$ cat config.mk
export PLATFORM = sky130hd
export DESIGN_NAME = ysyx_24090003_lsu
export DESIGN_NICKNAME = d
export VERILOG_FILES = /design/src/rtl/ysyx_24090003_lsu.sv
export SDC_FILE = /design/constraint.sdc
export NUM_CORES = 1
export LEC_CHECK = 0
export ABC_AREA = 1
export BUFFER_PORTS_ARGS = -buffer_cell sky130_fd_sc_hd__buf_4
export CAP_MARGIN = 20
export CORE_MARGIN = 5
export CORE_UTILIZATION = 46
export CTS_CLUSTER_DIAMETER = 120
export CTS_CLUSTER_SIZE = 10
export DETAILED_ROUTE_END_ITERATION = 16
export PLACE_DENSITY = 0.77
export SYNTH_ARGS = -nofsm -noshare
export SYNTH_HDL_FRONTEND = slang
export SYNTH_SLANG_ARGS = --single-unit
$ cat constraint.sdc
create_clock -name cpu_clk -period 4.7 [get_ports cpu_clk]
set_input_delay 1.41 -clock cpu_clk [delete_from_list [all_inputs] [get_ports cpu_clk]]
set_output_delay 1.41 -clock cpu_clk [all_outputs]
set_load 0.05 [all_outputs]
$ cat src/rtl/ysyx_24090003_lsu.sv
// Load-store unit: one EXU request at a time, issued as a word-aligned byte-strobed memory
// transaction; load data comes back aligned and extended, errors and timeouts flagged on resp_err.
module ysyx_24090003_lsu #(
   parameter int unsigned TIMEOUT_CYCLES = 255
) (
   input  logic        cpu_clk,
   input  logic        cpu_rs,
   input  logic        req_valid,
   output logic        req_ready,
   input  logic        req_wen,
   input  logic [31:0] req_addr,
   input  logic [31:0] req_wdata,
   input  logic [2:0]  req_funct,
   output logic        resp_valid,
   input  logic        resp_ready,
   output logic [31:0] resp_rdata,
   output logic        resp_err,
   output logic        mem_req_valid,
   input  logic        mem_req_ready,
   output logic        mem_we,
   output logic [31:0] mem_addr,
   output logic [31:0] mem_wdata,
   output logic [3:0]  mem_wstrb,
   input  logic        mem_rsp_valid,
   input  logic [31:0] mem_rsp_rdata,
   input  logic        mem_rsp_err
);

   typedef enum logic [1:0] {IDLE, REQ, WAIT, RESP} state_t;

   localparam logic [15:0] TO_LAST = 16'(TIMEOUT_CYCLES - 1);

   state_t      state_q, state_d;
   logic        wen_q, wen_d;
   logic [1:0]  off_q, off_d;
   logic [2:0]  funct_q, funct_d;
   logic [15:0] cnt_q, cnt_d;
   logic        mem_we_q, mem_we_d;
   logic [31:0] mem_addr_q, mem_addr_d;
   logic [31:0] mem_wdata_q, mem_wdata_d;
   logic [3:0]  mem_wstrb_q, mem_wstrb_d;
   logic [31:0] rdata_q, rdata_d;
   logic        err_q, err_d;

   logic        req_illegal;
   logic [31:0] st_wdata;
   logic [3:0]  st_wstrb;
   logic [31:0] ld_shift;
   logic [31:0] ld_data;

   always_comb begin
      req_illegal = 1'b0;
      case (req_funct)
         3'b011, 3'b110, 3'b111: req_illegal = 1'b1;
         3'b001, 3'b101:         req_illegal = req_addr[0];
         3'b010:                 req_illegal = (req_addr[1:0] != 2'b00);
         default:                req_illegal = 1'b0;
      endcase
      if (req_wen && req_funct[2]) req_illegal = 1'b1;
   end

   always_comb begin
      st_wdata = req_wdata;
      st_wstrb = 4'b1111;
      case (req_funct[1:0])
         2'b00: begin
            st_wdata = {4{req_wdata[7:0]}};
            st_wstrb = 4'b0001 << req_addr[1:0];
         end
         2'b01: begin
            st_wdata = {2{req_wdata[15:0]}};
            st_wstrb = req_addr[1] ? 4'b1100 : 4'b0011;
         end
         default: begin
            st_wdata = req_wdata;
            st_wstrb = 4'b1111;
         end
      endcase
   end

   // Byte lane of interest is moved to bit 0 before extension.
   assign ld_shift = mem_rsp_rdata >> {off_q, 3'b000};

   always_comb begin
      ld_data = ld_shift;
      case (funct_q)
         3'b000:  ld_data = {{24{ld_shift[7]}}, ld_shift[7:0]};
         3'b001:  ld_data = {{16{ld_shift[15]}}, ld_shift[15:0]};
         3'b100:  ld_data = {24'b0, ld_shift[7:0]};
         3'b101:  ld_data = {16'b0, ld_shift[15:0]};
         default: ld_data = ld_shift;
      endcase
   end

   always_comb begin
      state_d     = state_q;
      wen_d       = wen_q;
      off_d       = off_q;
      funct_d     = funct_q;
      cnt_d       = cnt_q;
      mem_we_d    = mem_we_q;
      mem_addr_d  = mem_addr_q;
      mem_wdata_d = mem_wdata_q;
      mem_wstrb_d = mem_wstrb_q;
      rdata_d     = rdata_q;
      err_d       = err_q;
      case (state_q)
         IDLE: begin
            if (req_valid) begin
               wen_d   = req_wen;
               off_d   = req_addr[1:0];
               funct_d = req_funct;
               if (req_illegal) begin
                  state_d = RESP;
                  err_d   = 1'b1;
                  rdata_d = 32'h0;
               end else begin
                  state_d     = REQ;
                  mem_we_d    = req_wen;
                  mem_addr_d  = {req_addr[31:2], 2'b00};
                  mem_wdata_d = req_wen ? st_wdata : 32'h0;
                  mem_wstrb_d = req_wen ? st_wstrb : 4'b0000;
               end
            end
         end
         REQ: begin
            if (mem_req_ready) begin
               state_d     = WAIT;
               cnt_d       = 16'h0;
               mem_we_d    = 1'b0;
               mem_addr_d  = 32'h0;
               mem_wdata_d = 32'h0;
               mem_wstrb_d = 4'b0000;
            end
         end
         WAIT: begin
            // A response in the final counted cycle beats the timeout.
            if (mem_rsp_valid) begin
               state_d = RESP;
               err_d   = mem_rsp_err;
               rdata_d = (mem_rsp_err || wen_q) ? 32'h0 : ld_data;
            end else if (cnt_q == TO_LAST) begin
               state_d = RESP;
               err_d   = 1'b1;
               rdata_d = 32'h0;
            end else begin
               cnt_d = cnt_q + 16'h1;
            end
         end
         RESP: begin
            if (resp_ready) begin
               state_d = IDLE;
               err_d   = 1'b0;
               rdata_d = 32'h0;
            end
         end
         default: state_d = IDLE;
      endcase
   end

   always_ff @(posedge cpu_clk or posedge cpu_rs) begin
      if (cpu_rs) begin
         state_q     <= IDLE;
         wen_q       <= 1'b0;
         off_q       <= 2'b00;
         funct_q     <= 3'b000;
         cnt_q       <= 16'h0;
         mem_we_q    <= 1'b0;
         mem_addr_q  <= 32'h0;
         mem_wdata_q <= 32'h0;
         mem_wstrb_q <= 4'b0000;
         rdata_q     <= 32'h0;
         err_q       <= 1'b0;
      end else begin
         state_q     <= state_d;
         wen_q       <= wen_d;
         off_q       <= off_d;
         funct_q     <= funct_d;
         cnt_q       <= cnt_d;
         mem_we_q    <= mem_we_d;
         mem_addr_q  <= mem_addr_d;
         mem_wdata_q <= mem_wdata_d;
         mem_wstrb_q <= mem_wstrb_d;
         rdata_q     <= rdata_d;
         err_q       <= err_d;
      end
   end

   assign req_ready     = (state_q == IDLE);
   assign mem_req_valid = (state_q == REQ);
   assign resp_valid    = (state_q == RESP);
   assign mem_we        = mem_we_q;
   assign mem_addr      = mem_addr_q;
   assign mem_wdata     = mem_wdata_q;
   assign mem_wstrb     = mem_wstrb_q;
   assign resp_rdata    = rdata_q;
   assign resp_err      = err_q;

endmodule

## Word level (Yosys, flattened, before mapping)

Cells that the tools add are included.

| storage, ports and cells | value |
|---|---|
| word-level logic and storage cells | 99 |
| output and inout bits | 105 |
| register bits after elaboration | 126 |

| operators by class | value |
|---|---|
| shift operators | 2 |
| reduce and logical (&&, ||, !) cells | 16 |
| $add $sub $neg | 1 |
| equality and inequality tests | 22 |
| multiplexer cells | 47 |

Operators by type and width:

| kind | number |
|---|---|
| 32-bit 2-to-1 mux | 12 |
| 32-bit one-hot mux with 2 select lines | 3 |
| 32-bit one-hot mux with 4 select lines | 1 |
| 32-bit one-hot mux with 3 select lines | 1 |
| 16-bit 2-to-1 mux | 3 |
| 16-bit one-hot mux with 2 select lines | 1 |
| 32-bit by 5-bit >> shifter with 32-bit output | 1 |
| 4-bit 2-to-1 mux | 5 |
| 16-bit by 1-bit adder with 16-bit output (second input constant) | 1 |
| 16-bit by 8-bit == test with 1-bit output (second input constant) | 1 |
| 4-bit one-hot mux with 2 select lines | 2 |
| 3-bit == test (second input constant) | 5 |
| 2-bit 2-to-1 mux | 6 |
| 4-bit AND reduction | 3 |
| 1-bit 2-to-1 mux | 9 |
| 2-bit != test (second input constant) | 4 |
| 2-bit one-hot mux with 4 select lines | 1 |
| 3-bit by 1-bit == test with 1-bit output (second input constant) | 2 |
| 3-bit by 2-bit == test with 1-bit output (second input constant) | 2 |
| 2-bit by 1-bit != test with 1-bit output (second input constant) | 3 |
| 1-bit one-hot mux with 3 select lines | 2 |
| 2-bit nonzero test | 3 |
| 5-bit AND reduction | 1 |
| 2-bit by 1-bit == test with 1-bit output (second input constant) | 2 |
| other kinds (12) | 14 |

## Longest topological paths before layout

Gate-level depths: netlist of the first run.

| depth | value |
|---|---|
| depth in word-level cells | 7 |
| depth in mapped cells | 11 |
| depth with buffers taken out | 11 |

## Least setup slack after synthesis of the first run

Ideal clock, no wire load.

| path | value |
|---|---|
| path type | input-to-reg |
| start point | input req_wen |
| end point | register mem_wdata_q[10] (netlist: mem_wdata[10]) |
| slack | 2.219 ns |
| cell stages on the path | 9 |
| arrival | 2.348 ns |
| setup time | 0.132 ns |
| cell sequence | buf_2 -> nand2_1 -> nand2_1 -> nand2_1 -> nand2_1 -> o21ai_2 -> nand4_1 -> clkbuf_1 -> o21ai_0 |

| between the ends | value |
|---|---|
| cells in the longest elaborated chain, start to end | 4 |
| elaborated cells on any way between the ends | 8 |
| classes of those cells | eq/ne (1); mux (5); reduce/logical (2) |

Ends and longest elaborated chain:

| what | line | source |
|---|---|---|
| from (decl) | 10 | `input logic req_wen,` |
| 32-bit 2-to-1 mux or 1-bit logical AND (tied branches) | 121, 59 |  |
| 32-bit 2-to-1 mux or 1-bit 2-to-1 mux (tied branches) | 113, 59 |  |
| 32-bit 2-to-1 mux or 2-bit != test (tied branches) | n/a |  |
| 32-bit one-hot mux with 2 select lines or 4-bit AND reduction (tied branches) | n/a |  |
| to (signal assigned) | 182 | `mem_wdata_q <= mem_wdata_d;` |
| to (decl) | 40 | `logic [31:0] mem_wdata_q, mem_wdata_d;` |

Several ways; a longest one is shown, not always the timed one. The select of a mux whose other input is x is not followed.
A chain may end at the register's enable or synchronous reset.

## Worst setup path in the final report of the first run

| path | value |
|---|---|
| start point | input req_funct[1] |
| end point | register mem_addr_q[17] (netlist: mem_addr[17]) |

| between the ends | value |
|---|---|
| cells in the longest elaborated chain, start to end | 6 |
| elaborated cells on any way between the ends | 12 |
| classes of those cells | eq/ne (7); mux (2); reduce/logical (3) |

Ends and longest elaborated chain:

| what | line | source |
|---|---|---|
| from (decl) | 13 | `input logic [2:0] req_funct,` |
| 3-bit by 2-bit == test with 1-bit output, or another cell as far along | 53 | `case (req_funct)` |
| 3-bit OR reduction or 2-bit OR reduction (tied branches) | 53 |  |
| 1-bit one-hot mux with 3 select lines (*) | 53 |  |
| 1-bit 2-to-1 mux (*) | 59 | `if (req_wen && req_funct[2]) req_illegal = 1'b1;` |
| 2-bit != test (no source line) (*) | n/a |  |
| 4-bit AND reduction (no source line) (*) | n/a |  |
| to (signal assigned) | 181 | `mem_addr_q <= mem_addr_d;` |
| to (decl) | 39 | `logic [31:0] mem_addr_q, mem_addr_d;` |

Mark *: on every way between the ends. The rest lies on a longest branch, timed or not.

==> flow_summary.rst, run 1 <==
.. list-table::
   :header-rows: 1

   * - Metric
     - Value
   * - Cell with the most instances on the worst path
     - nand2_1
   * - Post-synthesis instance total
     - 842
   * - Layout overhead on the synthesized area
     - 35.13%
   * - Final hold vios
     - 0
   * - CTS tree
     - done
   * - Syn avg cell area
     - 7.495 sq um
   * - Biggest area contributors in the synthesized netlist
     - dfrtp_1, nand2_1, o21ai_0, inv_1, nor2_1
   * - Proportion of layout cells with a drive suffix above 1
     - 24.88%
   * - Clock transition time at the flip-flop clock pins of the worst setup and hold paths
     - 0.05 ns
   * - Number of failing setup endpoints in the final timing report
     - 0
   * - Cell-by-cell listing of the critical path
     - buf_4, inv_2, nand3_1, nand2_1, inv_2, nand2_1, o21ai_2, nand2_2, buf_4, nand2_1, nand2_1
   * - List of most frequent post-synthesis cells
     - nand2_1, dfrtp_1, o21ai_0
   * - Root Buffer Master
     - clkbuf_16
   * - Dpl hpwl
     - 13710 um
   * - Number of sinks handled by clock tree synthesis
     - 124
   * - Num CTS Buffers
     - 17
   * - Sequential Power Share
     - 27.7%
   * - Iteration-0 DRC Markers
     - 461
   * - Share of synthesized registers carrying an async set or reset
     - 100.0%
   * - Required time of the critical path
     - 5.05 ns
   * - Cell with the most instances after synthesis
     - nand2_1
   * - Net switching component of the power
     - 3.006 mW
   * - Die boundary width
     - 127.1 um
   * - Clock insertion delay at the later pin of the skew report
     - 0.42 ns
   * - Largest net degree at the start of global routing
     - 65
   * - Number of synthesis warnings
     - 0
   * - Vias in the first global route
     - 5943
   * - Ant diodes
     - 0
   * - Number of antenna violations at the first check in global routing
     - 0
   * - Top fanout value on the critical path
     - 45
   * - Fill count
     - 1187
   * - Fraction of post-synthesis cell area in the top cell type by area
     - 49.17%
   * - Deepest level of the CTS H-tree
     - 4
   * - P_int
     - 3.121 mW
   * - Mean number of vias per cell
     - 5.048
   * - Power Dens Cells
     - 718.4 nW/um^2
   * - Number of post-CTS setup repair buffers
     - 0
   * - Cell area after layout
     - 8528 sq um
   * - Setup skew after layout
     - 0.005771 ns
   * - Cell with the biggest individual delay on the critical path
     - nand2_2
   * - Total Die Area
     - 16160 sq um
   * - First-pass GRT wire length
     - 29820 um
   * - Number of library cell types mapped by synthesis
     - 38
   * - Arrival time of data at the critical path endpoint
     - 3.38 ns
   * - Fmax
     - 329.6 MHz
   * - Clock network fraction of total power
     - 21.1%
   * - Placed standard-cell area
     - 7954 sq um
   * - Number of enable flip-flop cells after synthesis
     - 0
   * - Post-CTS Hold Fix Bufs
     - 0
   * - Buffer and inverter count on the worst path
     - 4
   * - Count of max-cap constraint violations
     - 0
   * - Switching part of the total
     - 49.07%
   * - Final critical-path share of the clock period
     - 64.55%
   * - Highest ir drop seen on vdd
     - 498.8 uV
   * - Average wire per cell in the routed design
     - 15.47 um
   * - Critical path class
     - in -> reg
   * - Kind of cell adding the most delay to the critical path
     - simple AND/OR/NAND/NOR gates
   * - Count of buffers from port buffering
     - 209
   * - Class of the most critical hold timing path
     - reg -> reg
   * - Setup_tns
     - 0 ns
   * - Proportion of synthesized chip area in sequential cells
     - 49.17%
   * - Die Span Y
     - 127.1 um
   * - Min Clock Period, post-route
     - 3.034 ns
   * - Max-slew violation count
     - 0
   * - Register bit count reported by yosys
     - 124
   * - Top cell type by total area after synthesis
     - dfrtp_1
   * - Total standard cell area after synthesis
     - 6311 sq um
   * - Pleak
     - 4.506 nW
   * - Actual transition at the worst max-transition pin
     - 0.8055 ns
   * - Routability-driven placement congestion ratio
     - 0.8736
   * - Number of rows in the core area
     - 42
   * - Commonest register cell after synthesis
     - dfrtp_1
   * - Core box area
     - 13350 sq um
   * - Number of optimization iterations in the first detailed-route pass
     - 7
   * - Max-slew headroom
     - 46.30%
   * - Layout net count
     - 1147
   * - Crit path launch type
     - primary input
   * - Status
     - complete, no violations
   * - Share of power burned in combinational logic
     - 51.2%
   * - RSZ-0062 raised after global routing
     - false
   * - Maximum cell stage delay along the critical path
     - 0.57 ns
   * - Global routing usage summed across all routing layers
     - 23.30%
   * - Post-layout power
     - 6.127 mW
   * - Maximum clock path buffer count
     - 2
   * - Starting Density
     - 47.28%
   * - Residual antenna-violating net count after detailed routing
     - 0
   * - DRC violation count after routing
     - 0
   * - Vias after detailed routing
     - 6163
   * - Total gr overflow
     - 0
   * - Post-cts resize count
     - 0
   * - Total routed wirelength
     - 18890 um
   * - Type of destination of the critical path
     - flip-flop
   * - IO Pins
     - 212
final timing paths:
check	cells past startpoint	to	start	slack (ns)
setup / recovery	11	mem_addr[17]	req_funct[1]	1.67
hold / removal	2	resp_rdata[30]	resp_rdata[30]	0.48
setup reg to reg	8	resp_rdata[29]	state_q[0]	2.08
hold reg to reg	2	resp_rdata[30]	resp_rdata[30]	0.48
max in group asynchronous	3	cnt_q[14]	cpu_rs	2.90
min in group asynchronous	3	mem_addr[7]	cpu_rs	1.24
worst reg2reg max path: cells and delay by family (launching register included):
family                     cells  cell delay (ns)
and+or+nand+nor                6             1.53
adders and majority gates      1             0.51
DFF                            1             0.41
buffers and inverters          1             0.09
cells by family (layout without fill, tap and decap cells):
group / after synthesis / count (layout) / share of synthesized area, %
compound gates: 158 / 158 / 13.72
buf+inv: 106 / 308 / 6.998
mux: 2 / 2 / 0.3568
xor+xnor: 4 / 4 / 0.5552
simple gates: 441 / 441 / 27.95
flops: 124 / 124 / 49.17
fa+ha+maj: 6 / 6 / 1.190
other cells: 1 / 2 / 0.05942
per-layer routing:
metal | vias to the layer above | routed length, um | GRT usage [%]
met3 | 28 | 1935 | 9.474
li1 | 3069 | - | -
met1 | 2819 | 7724 | 29.30
met4 | 0 | 307 | 7.319
met2 | 247 | 8920 | 36.96
met5 | - | 0 | 0
stage by stage:
step / instances / utilization, % / setup WS, ns / hold WS [ns]
global route: 1221 / 63.89 / 1.409 / 0.5001
finish: 1221 / 63.89 / 1.666 / 0.4811
global placement: 1191 / 59.59 / 1.268 / 0.4647
floorplan: 843 / - / 1.765 / 0.4900
CTS: 1221 / 63.89 / 1.679 / 0.4857
detailed placement: 1191 / 59.59 / 1.238 / 0.4668
flip-flops by register name (all words and copies together) (netlist names), 2 cells and up:
signal,cells
resp_rdata,32
cnt_q,16
off_q,2
mem_wdata,32
mem_addr,30
mem_wstrb,4
state_q,2
funct_q,3
layout make-up:
type	count	area [sq um]	area share [%]
well taps	176	220.2	2.582
flip-flops and latches	124	3103	36.39
clock buffers	23	457.9	5.370
multi-input cells	613	2773	32.51
clock inverters	7	116.4	1.364
repair buffers	216	1622	19.01
inverters	62	236.5	2.773
power by group through the flow:
stage	clock network, mW	registers [mW]	logic [mW]
6_report	1.30	1.70	3.14
2_1_floorplan	0	2.66	1.25
3_5_place_dp	0	1.69	3.15
5_1_grt	1.36	1.75	3.39
3_3_place_gp	0	1.71	3.11
4_1_cts	1.31	1.70	3.17
layout by cell type (no fill, tap or decap), drive strengths merged:
cell      count
inv          61
clkinvlp      2
clkinv        3
o21a          1
or2           4
a22oi         5
a21boi        1
clkbuf       23
xor2          3
ha            6
nand4         5
o211ai        7
nor3          4
xnor2         1
nand3b        2
o221ai        3
bufinv        3
buf         216
o21bai        1
o2111ai       5
a21o          1
o22ai         1
mux2          2
o21ai       116
a21oi        17
nor2         50
nand2       346
conb          2
dfrtp       124
nand3        30
Note: power is estimated with default switching activity, not from simulation.
==> run 2, diff against run 1 <==
==> constraint.sdc (replaced) <==
create_clock -name cpu_clk -period 2.7 [get_ports cpu_clk]
set_input_delay 0.81 -clock cpu_clk [delete_from_list [all_inputs] [get_ports cpu_clk]]
set_output_delay 0.81 -clock cpu_clk [all_outputs]
set_load 0.05 [all_outputs]
==> flow_summary.rst, run 2 (same netlist as run 1, synthesis figures left out) <==
.. list-table::
   :header-rows: 1

   * - Metric
     - Value
   * - Status
     - complete, no violations
   * - Number of optimization iterations in the first detailed-route pass
     - 5 (-2)
   * - RSZ-0062 raised after global routing
     - false
   * - Total Die Area
     - 16160 sq um (unchanged)
   * - Post-layout power
     - 10.72 mW (+75%)
   * - Number of failing setup endpoints in the final timing report
     - 0 (unchanged)
   * - Maximum cell stage delay along the critical path
     - 0.41 ns (-0.16 ns)
   * - Min Clock Period, post-route
     - 2.289 ns
   * - IO Pins
     - 212 (unchanged)
   * - Post-Route Utilization
     - 64.55% (+0.66 points)
   * - Starting Density
     - 47.28% (unchanged)
   * - Leading cell type in the layout, fill and taps excluded
     - nand2_1
   * - Capturing point of the worst reg2reg path
     - resp_rdata[10]
   * - Count of buffers from port buffering
     - 209 (unchanged)
   * - Layout overhead on the synthesized area
     - 36.52%
   * - Uppermost signal routing layer after detailed routing
     - met4
   * - Cell area after layout
     - 8616 sq um (+1.0%)
   * - Cell with the biggest individual delay on the critical path
     - dfrtp_1
   * - Number of rows in the core area
     - 42 (unchanged)
   * - Dpl hpwl
     - 13980 um (+2.0%)
   * - Iteration-0 DRC Markers
     - 434 (-5.9%)
   * - Pleak
     - 4.563 nW (+1.3%)
   * - Type of destination of the critical path
     - primary output
   * - Count of max-cap constraint violations
     - 0 (unchanged)
   * - Ant diodes
     - 0 (unchanged)
   * - Mean number of vias per cell
     - 5.105 (+1.1%)
   * - Num CTS Buffers
     - 17 (unchanged)
   * - Post-placement worst setup slack
     - 0.4484 ns (-0.7898 ns)
   * - Die boundary width
     - 127.1 um (unchanged)
   * - Crit path launch type
     - flip-flop
   * - Kind of cell adding the most delay to the critical path
     - flip-flops
   * - Buffer and inverter count on the worst path
     - 2 (-2)
   * - R2R Setup Slk
     - 0.65 ns (-1.43 ns)
   * - Post-CTS Hold Fix Bufs
     - 0 (unchanged)
   * - Vias after detailed routing
     - 6300 (+2.2%)
   * - PnR worst setup slack
     - 0.4114 ns (-1.255 ns)
   * - Commonest cells after routing, fill and taps aside
     - nand2_1, buf_4, dfrtp_1
   * - Max-slew headroom
     - 56.06% (+9.8 points)
   * - Highest ir drop seen on vdd
     - 836.5 uV (+68%)
   * - Final hold vios
     - 0 (unchanged)
   * - Required time of the critical path
     - 1.89 ns (-3.16 ns)
   * - Power Dens Cells
     - 1245 nW/um^2 (+73%)
   * - Deepest level of the CTS H-tree
     - 4 (unchanged)
   * - Clock transition time at the flip-flop clock pins of the worst setup and hold paths
     - 0.05 ns (about the same)
   * - DRC violation count after routing
     - 0 (unchanged)
   * - Setup_tns
     - 0 ns (unchanged)
   * - Actual transition at the worst max-transition pin
     - 0.6566 ns (-0.1488 ns)
   * - Root Buffer Master
     - clkbuf_16
   * - Wire length the detailed router placed on met1
     - 7894 um (+2.2%)
   * - Startpoint of the lowest-slack register-to-register path
     - state_q[0]
   * - First-pass GRT wire length
     - 30950 um (+3.8%)
   * - Setup skew after layout
     - 0.006869 ns (+0.001098 ns)
   * - Global routing usage summed across all routing layers
     - 24.03% (+0.73 points)
   * - Class of the most critical hold timing path
     - in -> async
   * - Final critical-path share of the clock period
     - 84.76%
   * - Maximum clock path buffer count
     - 2 (unchanged)
   * - Max-slew violation count
     - 0 (unchanged)
   * - Total gr overflow
     - 0 (unchanged)
   * - Die Span Y
     - 127.1 um (unchanged)
   * - Largest net degree at the start of global routing
     - 81 (+25%)
   * - Fmax
     - 437.0 MHz
   * - Average wire per cell in the routed design
     - 15.46 um (about the same)
   * - Vias in the first global route
     - 6196 (+4.3%)
   * - Non-filler instance count after layout
     - 1234 (+1.1%)
   * - Post-cts resize count
     - 0 (unchanged)
   * - Placed standard-cell area
     - 8061 sq um (+1.4%)
   * - Routability-driven placement congestion ratio
     - 0.9141 (+4.6%)
   * - Post-Route Hold Slack
     - 0.4802 ns (-0.0008890 ns)
   * - Arrival time of data at the critical path endpoint
     - 1.48 ns (-1.90 ns)
   * - Core box area
     - 13350 sq um (unchanged)
   * - Cell-by-cell listing of the critical path
     - inv_1, ha_1, buf_4
   * - Cells on worst reg2reg path
     - 10 (+2)
   * - Number of antenna violations at the first check in global routing
     - 0 (unchanged)
   * - Total routed wirelength
     - 19080 um (+1.0%)
   * - Top fanout value on the critical path
     - 6 (-87%)
   * - Cell count after placement
     - 1202 (+0.92%)
   * - Routed wire length on met2
     - 8933 um (+0.15%)
   * - Critical path class
     - reg -> out
   * - CTS tree
     - done
   * - Layout net count
     - 1158 (+0.96%)
   * - Proportion of layout cells with a drive suffix above 1
     - 25.71% (+0.83 points)
   * - Clock insertion delay at the later pin of the skew report
     - 0.42 ns (about the same)
   * - Wire length on met3
     - 1936 um (about the same)
   * - Number of sinks handled by clock tree synthesis
     - 124 (unchanged)
   * - Number of post-CTS setup repair buffers
     - 0 (unchanged)
   * - Residual antenna-violating net count after detailed routing
     - 0 (unchanged)
-- run 2: cell types whose count changed in the layout (fill, tap and decap cells not counted) --
cell,delta
buf_12,+2
buf_4,+9
bufinv_16,-1
clkbuf_1,+1
clkinv_2,+3
clkinv_4,-1
-- run 2: worst max path at each step --
stage          depth (start not counted)       endpoint         start  slack [ns]
2_1_floorplan                          1       cnt_q[0]        cpu_rs        0.36
3_3_place_gp                           6  mem_wdata[29]  req_funct[1]        0.46
3_5_place_dp                           6  mem_wdata[29]  req_funct[1]        0.45
4_1_cts                                3  mem_req_valid    state_q[1]        0.39
5_1_grt                                3  mem_req_valid    state_q[1]        0.33
6_report                               3  mem_req_valid    state_q[1]        0.41
-- run 2: final cells by class --
cell class                 count  area [sq um]
fill                        1219          4732
sequential                   124          3103
multi-input combinational    613          2773
timing repair buffer         227          1729
clock buffer                  24         461.7
inverter                      62         236.5
tap                          176         220.2
clock inverter                 8         92.59
-- run 2: routing by layer --
layer  vias up  GRT usage [%]
met2       236          38.14
met3        25          10.02
met1      2946          30.58
li1       3093              -
met4         0          6.309
met5         -              0
-- run 2: where the power goes --
part | internal, mW | switching [mW] | total (mW)
registers | 2.47 | 0.461 | 2.93
clock network | 1.37 | 0.793 | 2.17
logic | 1.62 | 4.01 | 5.62
total | 5.46 | 5.26 | 10.7
-- run 2: worst min-delay path: stages --
cell        delay [ns]
buf_4             0.12
clkinvlp_4        0.10
buf_12            0.24
==> run 3, diff against run 2 <==
==> constraint.sdc (replaced) <==
create_clock -name cpu_clk -period 1.9 [get_ports cpu_clk]
set_input_delay 0.57 -clock cpu_clk [delete_from_list [all_inputs] [get_ports cpu_clk]]
set_output_delay 0.57 -clock cpu_clk [all_outputs]
set_load 0.05 [all_outputs]
==> flow_summary.rst, run 3 (same netlist as run 1, synthesis figures left out) <==
.. list-table::
   :header-rows: 1

   * - Metric
     - Value
   * - Status
     - complete, no violations
   * - Post-Route Utilization
     - 67.53% (+3.0 points)
   * - Arrival time of data at the critical path endpoint
     - 1.31 ns (-0.17 ns)
   * - Clock insertion delay at the later pin of the skew report
     - 0.41 ns (about the same)
   * - Final critical-path share of the clock period
     - 98.69%
   * - Capturing element of the worst setup path
     - req_ready
   * - RSZ-0062 raised after global routing
     - true
   * - Pleak
     - 4.720 nW (+3.4%)
   * - Net switching component of the power
     - 7.959 mW (+51%)
   * - Count of buffers from port buffering
     - 209 (unchanged)
   * - Dpl hpwl
     - 14230 um (+1.8%)
   * - Starting Density
     - 47.28% (unchanged)
   * - Layout overhead on the synthesized area
     - 42.82%
   * - Clock network fraction of total power
     - 19.2% (-1.0 points)
   * - Min Clock Period, post-route
     - 1.875 ns
   * - Total Die Area
     - 16160 sq um (unchanged)
   * - Share of power burned in combinational logic
     - 55.6% (+3.2 points)
   * - Commonest cells after routing, fill and taps aside
     - nand2_1, buf_4, dfrtp_1
   * - Average wire per cell in the routed design
     - 16.16 um (+4.5%)
   * - Setup skew after layout
     - 0.006329 ns (-0.0005397 ns)
   * - Largest net degree at the start of global routing
     - 73 (-9.9%)
   * - Routability-driven placement congestion ratio
     - 0.8652 (-5.3%)
   * - Total gr overflow
     - 0 (unchanged)
   * - IO Pins
     - 212 (unchanged)
   * - Ant diodes
     - 0 (unchanged)
   * - Critical path class
     - reg -> out
   * - Mean number of vias per cell
     - 5.127 (+0.42%)
   * - Type of destination of the critical path
     - primary output
   * - Proportion of layout cells with a drive suffix above 1
     - 28.54% (+2.8 points)
   * - Leading cell type in the layout, fill and taps excluded
     - nand2_1
   * - Total routed wirelength
     - 20280 um (+6.3%)
   * - Capturing point of the worst reg2reg path
     - resp_rdata[29]
   * - Global routing usage summed across all routing layers
     - 23.89% (-0.14 points)
   * - Cells on worst reg2reg path
     - 11 (+1)
   * - Root Buffer Master
     - clkbuf_16
   * - Sequential Power Share
     - 25.3% (-2.1 points)
   * - Vias after detailed routing
     - 6434 (+2.1%)
   * - DRC violation count after routing
     - 0 (unchanged)
   * - Core box area
     - 13350 sq um (unchanged)
   * - Top fanout value on the critical path
     - 6 (unchanged)
   * - Residual antenna-violating net count after detailed routing
     - 0 (unchanged)
   * - Iteration-0 DRC Markers
     - 555 (+28%)
   * - R2R Setup Slk
     - 0.05 ns (-0.60 ns)
   * - Number of sinks handled by clock tree synthesis
     - 124 (unchanged)
   * - Number of antenna violations at the first check in global routing
     - 0 (unchanged)
   * - Power Dens Cells
     - 1806 nW/um^2 (+45%)
   * - Num CTS Buffers
     - 17 (unchanged)
   * - Beginning of the critical path
     - state_q[1]
   * - Vias in the first global route
     - 6013 (-3.0%)
   * - Count of max-cap constraint violations
     - 0 (unchanged)
   * - Clock transition time at the flip-flop clock pins of the worst setup and hold paths
     - 0.06 ns (about the same)
   * - Layout net count
     - 1179 (+1.8%)
   * - Maximum clock path buffer count
     - 2 (unchanged)
   * - Max-slew violation count
     - 0 (unchanged)
   * - Die Span Y
     - 127.1 um (unchanged)
   * - Required time of the critical path
     - 1.33 ns (-0.56 ns)
   * - Number of optimization iterations in the first detailed-route pass
     - 5 (unchanged)
   * - Fmax
     - 533.3 MHz
   * - Highest ir drop seen on vdd
     - 1515 uV (+81%)
   * - Crit path launch type
     - flip-flop
   * - Deepest level of the CTS H-tree
     - 4 (unchanged)
   * - Die boundary width
     - 127.1 um (unchanged)
   * - Class of the most critical hold timing path
     - in -> async
   * - P_int
     - 8.318 mW (+52%)
   * - Final hold vios
     - 0 (unchanged)
   * - Post-CTS Hold Fix Bufs
     - 0 (unchanged)
   * - First-pass GRT wire length
     - 30690 um (-0.85%)
   * - Post-Route Hold Slack
     - 0.08249 ns (-0.3977 ns)
   * - Number of rows in the core area
     - 42 (unchanged)
   * - CTS tree
     - done
   * - Switching part of the total
     - 48.90% (-0.18 points)
   * - Startpoint of the lowest-slack register-to-register path
     - state_q[1]
   * - Number of failing setup endpoints in the final timing report
     - 0 (unchanged)
[run 3: how the worst min path moves through the flow]
stage	endpoint	slack, ns	cells past startpoint	from
2_1_floorplan	state_q[1]	0.49	2	state_q[1]
3_5_place_dp	mem_addr[16]	0.47	2	mem_addr[16]
4_1_cts	mem_addr[30]	0.06	2	cpu_rs
3_3_place_gp	mem_addr[4]	0.46	2	mem_addr[4]
5_1_grt	mem_addr[22]	0.08	2	cpu_rs
6_report	mem_addr[26]	0.08	2	cpu_rs
[run 3: cell type report]
class	instances	area, sq um
Inverter	62	240.2
Timing Repair Buffer	245	2028
Tap cell	176	220.2
Multi-Input combinational cell	613	2823
Clock buffer	22	484.2
Sequential cell	124	3105
Timing Repair inverter	3	22.52
Fill cell	1145	4334
Clock inverter	10	90.09
[run 3: layer usage]
layer	track usage [%]	wire, um	vias up
li1	-	-	3139
met1	29.55	7945	2977
met2	38.29	9788	294
met3	10.48	2255	24
met4	6.625	286	0
met5	0	0	-
[run 3: metrics by stage]
stage / TNS (ns) / worst slack [ns] / instance area [sq um] / cells / power, mW
finish: 0 / 0.02496 / 9014 / 1255 / 16.28
global route: -0.02374 / -0.01366 / 9014 / 1255 / 17.20
CTS: 0 / 0.004379 / 8831 / 1245 / 15.59
detailed placement: 0 / 0.03322 / 8234 / 1213 / 12.36
global placement: 0 / 0.07127 / 8234 / 1213 / 12.27
floorplan: -24.22 / -0.1953 / 6334 / 843 / 9.730
[run 3: power groups by stage]
stage                     Sequential [mW]  Clock, mW  Combinational (mW)
final                                4.11       3.12                9.05
after global routing                 4.22       3.28                9.70
after CTS                            4.11       3.16                8.33
after detailed placement             4.10          0                8.27
after global placement               4.11          0                8.16
after floorplan                      6.59          0                3.14
[run 3: worst max-delay path, cell delays in order (launching register included)]
cell	delay (ns)
dfrtp_1	0.42
inv_2	0.12
ha_4	0.20
buf_8	0.16
[run 3: timing repair]
item                       4_1_cts  5_1_grt
setup endpoints to repair        3      108
gates cloned                     0        8
pin swaps                        0        3
resized for setup                7       15
setup buffers                    0        3
